`config.mk`:
```
export PLATFORM = sky130hd
export DESIGN_NAME = uart_tx_arbiter
export DESIGN_NICKNAME = d
export VERILOG_FILES = /design/src/rtl/uart_pkg.sv /design/src/rtl/uart_rr_picker.sv /design/src/rtl/uart_tx_arbiter.sv
export SDC_FILE = /design/constraint.sdc
export NUM_CORES = 1
export LEC_CHECK = 0
export BUFFER_PORTS_ARGS = -buffer_cell sky130_fd_sc_hd__buf_2
export CORE_MARGIN = 4
export CORE_UTILIZATION = 52
export CTS_CLUSTER_SIZE = 25
export DETAILED_ROUTE_END_ITERATION = 12
export PLACE_DENSITY = 0.79
export SYNTH_ARGS = -nofsm -noshare
export SYNTH_HDL_FRONTEND = slang
export SYNTH_HIERARCHICAL = 1
export SYNTH_SLANG_ARGS = --single-unit
```
`constraint.sdc`:
```
create_clock -name i_Clock -period 7.06 [get_ports i_Clock]
set_input_delay 0.353 -clock i_Clock [delete_from_list [all_inputs] [get_ports i_Clock]]
set_output_delay 0.353 -clock i_Clock [all_outputs]
set_load 0.02 [all_outputs]
```
`src/rtl/uart_pkg.sv`:
```
// uart_pkg: shared constants and types for the uart_tx sharing logic.
//   CLKS_PER_BIT     : uart_tx bit period in system clocks.
//   NUM_REQ_DEFAULT  : default number of byte producers.
//   IDX_W_DEFAULT    : default requester index width (clog2 of NUM_REQ_DEFAULT).
//   arb_state_t      : arbiter FSM state encoding (3 bits).
//   wrap_idx         : single-step modulo wrap for index arithmetic.
package uart_pkg;

  localparam int CLKS_PER_BIT    = 87;
  localparam int NUM_REQ_DEFAULT = 4;
  localparam int IDX_W_DEFAULT   = 2;

  typedef enum logic [2:0] {
    ST_SYNC      = 3'd0,
    ST_IDLE      = 3'd1,
    ST_ISSUE     = 3'd2,
    ST_WAIT_DONE = 3'd3,
    ST_DRAIN     = 3'd4
  } arb_state_t;

  // Callers guarantee value < 2*modulus, so one subtraction is enough.
  function automatic int wrap_idx(input int value, input int modulus);
    return (value >= modulus) ? (value - modulus) : value;
  endfunction

endpackage

```
`src/rtl/uart_rr_picker.sv`:
```
// uart_rr_picker: combinational requester selection.
//   req        in  NUM_REQ  request vector
//   ptr        in  IDX_W    index of the last granted requester
//   fixed_prio in  1        1: lowest set index wins, ptr ignored
//   valid      out 1        at least one request is set
//   idx        out IDX_W    chosen requester
// Round-robin search starts at ptr+1 and wraps modulo NUM_REQ.
module uart_rr_picker
  import uart_pkg::*;
#(
  parameter int NUM_REQ = NUM_REQ_DEFAULT,
  parameter int IDX_W   = IDX_W_DEFAULT
) (
  input  logic [NUM_REQ-1:0] req,
  input  logic [IDX_W-1:0]   ptr,
  input  logic               fixed_prio,
  output logic               valid,
  output logic [IDX_W-1:0]   idx
);

  int start;
  int cand;

  always_comb begin
    valid = 1'b0;
    idx   = '0;
    start = fixed_prio ? 0 : wrap_idx(int'(ptr) + 1, NUM_REQ);
    cand  = 0;
    // Visit candidates in priority order; the first set request wins.
    for (int i = 0; i < NUM_REQ; i++) begin
      cand = wrap_idx(start + i, NUM_REQ);
      for (int j = 0; j < NUM_REQ; j++) begin
        if (!valid && (j == cand) && req[j]) begin
          valid = 1'b1;
          idx   = j[IDX_W-1:0];
        end
      end
    end
  end

endmodule

```
`src/rtl/uart_tx_arbiter.sv`:
```
// uart_tx_arbiter: shares one uart_tx between NUM_REQ byte producers.
// One byte is accepted per grant; the byte is handed to uart_tx with a
// single-cycle DV pulse and the owner gets a done pulse once the stop bit
// has finished.
//
// Ports:
//   i_Clock     in  1          system clock (same domain as uart_tx)
//   i_Reset     in  1          asynchronous active-high reset
//   i_Req       in  NUM_REQ    per-requester request, held until granted
//   i_Req_Byte  in  8*NUM_REQ  requester k byte at [8k+7:8k]
//   o_Grant     out NUM_REQ    one-hot pulse: byte accepted
//   o_Done      out NUM_REQ    one-hot pulse: granted byte fully sent
//   o_Busy      out 1          state is not IDLE
//   o_Tx_DV     out 1          to uart_tx i_Tx_DV
//   o_Tx_Byte   out 8          to uart_tx i_Tx_Byte
//   i_Tx_Active in  1          from uart_tx o_Tx_Active
//   i_Tx_Done   in  1          from uart_tx o_Tx_Done (2 cycles per byte)
//   dbg_state   out 3          current FSM state (arb_state_t encoding)
//
// Build option: define UART_TX_ARB_FIXED_PRIO_EN for fixed priority
// (lowest requester index always wins). Default build is round-robin.
//
// Handshake: a requester holds i_Req high with its byte stable; the byte is
// taken in the cycle o_Grant shows its bit, after which i_Req may drop.
// IDX_W must equal clog2(NUM_REQ).
module uart_tx_arbiter
  import uart_pkg::*;
#(
  parameter int NUM_REQ = NUM_REQ_DEFAULT,
  parameter int IDX_W   = IDX_W_DEFAULT
) (
  input  logic                 i_Clock,
  input  logic                 i_Reset,
  input  logic [NUM_REQ-1:0]   i_Req,
  input  logic [8*NUM_REQ-1:0] i_Req_Byte,
  output logic [NUM_REQ-1:0]   o_Grant,
  output logic [NUM_REQ-1:0]   o_Done,
  output logic                 o_Busy,
  output logic                 o_Tx_DV,
  output logic [7:0]           o_Tx_Byte,
  input  logic                 i_Tx_Active,
  input  logic                 i_Tx_Done,
  output logic [2:0]           dbg_state
);

`ifdef UART_TX_ARB_FIXED_PRIO_EN
  localparam logic FIXED_PRIO = 1'b1;
`else
  localparam logic FIXED_PRIO = 1'b0;
`endif

  arb_state_t         state, state_n;
  logic [IDX_W-1:0]   ptr, ptr_n;
  logic [IDX_W-1:0]   cur_idx, cur_n;
  logic               tx_done_q;
  logic [NUM_REQ-1:0] grant_n, done_n;
  logic               dv_n, busy_n;
  logic [7:0]         byte_n, req_byte;
  logic               pick_valid;
  logic [IDX_W-1:0]   pick_idx;
  logic               done_edge;

  uart_rr_picker #(
    .NUM_REQ (NUM_REQ),
    .IDX_W   (IDX_W)
  ) u_picker (
    .req        (i_Req),
    .ptr        (ptr),
    .fixed_prio (FIXED_PRIO),
    .valid      (pick_valid),
    .idx        (pick_idx)
  );

  // Byte mux for the selected requester.
  always_comb begin
    req_byte = '0;
    for (int k = 0; k < NUM_REQ; k++) begin
      if (pick_idx == k[IDX_W-1:0]) req_byte = i_Req_Byte[8*k +: 8];
    end
  end

  // A Done level already present when WAIT_DONE is entered has a high
  // registered copy, so it is not treated as an edge.
  assign done_edge = i_Tx_Done & ~tx_done_q;

  always_comb begin
    state_n = state;
    ptr_n   = ptr;
    cur_n   = cur_idx;
    grant_n = '0;
    done_n  = '0;
    dv_n    = 1'b0;
    byte_n  = o_Tx_Byte;
    case (state)
      // uart_tx is not reset with us; wait for it to be quiet.
      ST_SYNC: begin
        if (!i_Tx_Active && !i_Tx_Done) state_n = ST_IDLE;
      end
      ST_IDLE: begin
        if (pick_valid) begin
          state_n = ST_ISSUE;
          dv_n    = 1'b1;
          byte_n  = req_byte;
          cur_n   = pick_idx;
          ptr_n   = pick_idx;
          for (int k = 0; k < NUM_REQ; k++) begin
            grant_n[k] = (pick_idx == k[IDX_W-1:0]);
          end
        end
      end
      ST_ISSUE: begin
        state_n = ST_WAIT_DONE;
      end
      ST_WAIT_DONE: begin
        if (done_edge) begin
          state_n = ST_DRAIN;
          for (int k = 0; k < NUM_REQ; k++) begin
            done_n[k] = (cur_idx == k[IDX_W-1:0]);
          end
        end
      end
      // Let the uart_tx cleanup cycle finish before the next DV.
      ST_DRAIN: begin
        if (!i_Tx_Done && !i_Tx_Active) state_n = ST_IDLE;
      end
      default: state_n = ST_SYNC;
    endcase
    busy_n = (state_n != ST_IDLE);
  end

  always_ff @(posedge i_Clock or posedge i_Reset) begin
    if (i_Reset) begin
      state     <= ST_SYNC;
      ptr       <= IDX_W'(NUM_REQ - 1);
      cur_idx   <= '0;
      tx_done_q <= 1'b0;
      o_Grant   <= '0;
      o_Done    <= '0;
      o_Busy    <= 1'b0;
      o_Tx_DV   <= 1'b0;
      o_Tx_Byte <= '0;
    end else begin
      state     <= state_n;
      ptr       <= ptr_n;
      cur_idx   <= cur_n;
      tx_done_q <= i_Tx_Done;
      o_Grant   <= grant_n;
      o_Done    <= done_n;
      o_Busy    <= busy_n;
      o_Tx_DV   <= dv_n;
      o_Tx_Byte <= byte_n;
    end
  end

  assign dbg_state = state;

endmodule
```
==> impl_summary.txt <==
----------------------------------------------------
[Status]
  Outcome ... finished clean

[Synth]
  Share of synthesized cell area in and, or, nand and nor gates ... 28.28%
  Gate count of the mapped netlist ... 254
  Sequential element share of the synthesized area ... 28.06%
  Most instantiated flip-flop cell in the synthesis netlist ... sky130_fd_sc_hd__dfrtp_1
  Top cell type's share of synthesized area ... 25.81%
  Largest cells by area after synthesis ... sky130_fd_sc_hd__dfrtp_1, sky130_fd_sc_hd__ha_1, sky130_fd_sc_hd__mux4_2
  Adder and majority cell fraction of the synthesized area ... 15.05%
  Area share of xor/xnor cells in the synthesized design ... 0.7527%
  Net count of the mapped netlist ... 322
  Post-synthesis sequential element count ... 26
  Fraction of the mapped netlist area in compound gates ... 13.87%
  Largest family of logic cells by synthesized area ... simple AND/OR/NAND/NOR gates
  Async set-reset flop share out of synthesis ... 100.0%
  Mux share of post-synthesis cell area ... under 10%
  Yosys warns ... 6
  Number of synthesized flops with an enable pin ... 0
  Post-synth top area cell ... sky130_fd_sc_hd__dfrtp_1
  Avg Inst Size Synth ... between 9 and 10 µm²
  Mapped cell area ... 2327 µm²
  Post-synthesis cell type count ... 61

[Power and ir drop]
  Leakage component of the power ... 0.001311 µW
  Pwr per Cell Area ... between 300 and 400 nW/µm²
  VDD IR max ... 0.1710 mV
  Power Total ... 1054 µW

[Clocking]
  CTS tree ... done
  Post-cts hold buffer count ... 0
  Clock buffers created by TritonCTS ... 3
  CTS sink count ... 26
  Total setup buffers inserted after CTS ... 0
  CTS root buf ... sky130_fd_sc_hd__clkbuf_8
  H-tree depth ... 1
  Max clock buf depth ... 2
  Number of gates resized after CTS ... 0
  Clk pin slew, worst setup/hold paths ... 90 ps
  Clock latency at the later pin of the worst-skew pair ... 260 ps

[Timing]
  Fraction of the cycle the final worst path needs ... 79.30%
  Post-route worst hold slack ... 244.2 ps
  Worst slew margin relative to its limit ... 38.73%
  Timing-limited maximum frequency ... 178.6 MHz
  Finish-stage setup viols ... 0
  Final critical path time including I/O delays and setup ... 5599 ps
  Setup repair after global routing missed its margin ... no
  Tightest Pin Transition ... 918.0 ps
  Fin. Hold Viols ... 0
  Total count of max-transition violations in the final report ... 0
  Setup Skew ... ~5.1 ps
  Sum of negative setup slack ... 0 ps

[Final layout]
  NumNets Final ... 379
  Antenna diode count ... 0
  Relative area change from synthesis to final layout ... 16.56%
  Share of final-layout standard cells stronger than drive strength 1 ... around 30%
  Post-layout util ... 62.30%
  Most common library cell in the layout ignoring fill and taps ... sky130_fd_sc_hd__buf_2
  Commonest cells after routing, fill and taps aside ... sky130_fd_sc_hd__buf_2, sky130_fd_sc_hd__nand2_1, sky130_fd_sc_hd__ha_1, sky130_fd_sc_hd__dfrtp_1, sky130_fd_sc_hd__nor2_1
  FILL cells ... 382
  Filler-free cell count of the finished design ... 362

[Placed design]
  Global placer's final weighted congestion ... just over 0.9
  Quantity of I/O buffers inserted on ports ... 60
  Cell Count Post-Placement ... 358
  HPWL after detailed placement ... 4271 µm

[Route]
  Wire length per cell after detailed routing ... 14.91 µm
  Drt via density ... 5.729
  Post-detailed-route count of antenna-violating nets ... 0
  Overall routed net length ... about 5400 µm
  Overall via count from detail_route ... 2,074
  Detailed Routing Iterations Pass 1 ... 4
  Remaining design rule violation count ... 0
  DRC violation total after the first TritonRoute iteration ... 118

[GRT]
  First-pass GRT wire length ... 8604 µm
  Via count of the first global-routing pass ... 1,970
  Largest net degree at the start of global routing ... 27
  Antenna violations before repair ... 0
  Overall global routing resource usage ... 18.99%
  Total overflow reported by the global router ... 0

[Setup path]
  Critical path launch point type ... register
  Register-to-Register Setup Slack ... 1460 ps
  Arrival @ worst endpoint ... 5750 ps
  Sort of element at the end of the critical path ... register
  Launching point of the worst reg2reg path ... ptr[0]
  Worst path required time ... 7210 ps
  Count of cells along the worst register-to-register path ... 19
  Endpoint of the worst-slack reg-to-reg timing path ... o_Tx_Byte[6]
  Critical path class ... reg -> reg
  Largest fanout on the critical path ... 26

[Worst hold path]
  Number of cells on the worst hold path ... 1
  Endpoint of the worst hold-timing path ... tx_done_q
  Startpoint of the tightest hold check path ... i_Tx_Done
  Type of the tightest min-delay check ... in -> reg

[Floorplan]
  Overall die height ... between 70 and 80 µm
  Initial core utilization ... between 50% and 60%
  Count of boundary I/O pins ... between 60 and 70
  Core region area ... 4354 µm²
  Std cell rows ... 24
  X dimension of the die ... 74.90 µm
  DIE AREA ... 5610 µm²

[Run]
  Max Cap Violations ... 0

----------------------------------------------------
## worst max-delay path, stage by stage (launching register included)
cell	delay (ps)
sky130_fd_sc_hd__dfstp_2	720
sky130_fd_sc_hd__ha_1	190
sky130_fd_sc_hd__nor2b_2	230
sky130_fd_sc_hd__nor2b_1	160
sky130_fd_sc_hd__buf_4	290
sky130_fd_sc_hd__inv_1	120
sky130_fd_sc_hd__nor2_1	160
sky130_fd_sc_hd__ha_1	210
sky130_fd_sc_hd__a21oi_1	60
sky130_fd_sc_hd__ha_1	220
sky130_fd_sc_hd__or4_4	490
sky130_fd_sc_hd__a2111oi_4	350
sky130_fd_sc_hd__o211ai_1	160
sky130_fd_sc_hd__a211o_1	350
sky130_fd_sc_hd__o41ai_2	350
sky130_fd_sc_hd__o211ai_1	150
sky130_fd_sc_hd__nand3_1	520
sky130_fd_sc_hd__mux4_2	590
sky130_fd_sc_hd__nand2_1	80
sky130_fd_sc_hd__nand2_1	60
## through the flow
stage | setup slack [ps] | cell area (µm²)
2_1_floorplan | 1778 | 2327
3_3_place_gp | 1738 | 2641
3_5_place_dp | 1498 | 2641
4_1_cts | 1464 | 2713
5_1_grt | 1049 | 2713
6_report | 1461 | 2713
## state kept, by name, indices dropped and copies added (netlist names)
signal and count:
o_Grant 4, o_Busy 1, dbg_state 3, cur_idx 2, ptr 2, o_Tx_DV 1
tx_done_q 1, o_Done 4, o_Tx_Byte 8
## cells in the mapped netlist (all sizes together) (6+ instances only)
cell	count
a21oi	7
buf	6
dfrtp	24
ha	28
inv	11
mux4	8
nand2	48
nand3	8
nor2	15
nor2b	7
nor3	8
o21ai	11
## power breakdown
group          switching [µW]  internal, µW  total [µW]
Combinational             401           287         688
Sequential               42.9           203         246
Clock                    44.3          75.7         120
Total                     488           566        1050
## layer usage
metal  track usage, %  vias up  wire length (µm)
li1                 -     1044                 -
met1            24.67      974              2304
met2            33.75       50              2826
met3            1.202        6               194
met4            5.731        0                70
met5                0        -                 0
## area by class of cell
cell class                 instances  area, µm²  area share [%]
multi-input combinational        208       1574           58.03
tap                               52      65.06           2.399
clock inverter                     1      30.03           1.107
inverter                          11      41.29           1.522
sequential                        26      653.1           24.08
clock buffer                       3      41.29           1.522
timing repair buffer              61      307.8           11.35
## logic make-up (layout without fill, tap and decap cells)
group           Yosys count  in the layout
compound gates           43             43
xor+xnor                  2              2
fa+ha+maj                28             28
buf+inv                  20             76
flops                    26             26
mux                      12             12
other cells               1              1
simple gates            122            122
## worst max path at each step
stage	from	end	slack (ps)	cells past startpoint
after floorplan	ptr[0]	o_Tx_Byte[0]	1780	20
after global placement	ptr[0]	o_Tx_Byte[6]	1740	19
after detailed placement	ptr[0]	o_Tx_Byte[6]	1500	19
after CTS	ptr[0]	o_Tx_Byte[4]	1460	19
after global routing	ptr[0]	o_Tx_Byte[6]	1050	19
final	ptr[0]	o_Tx_Byte[6]	1460	19
Power figures use the tool's default switching activity.
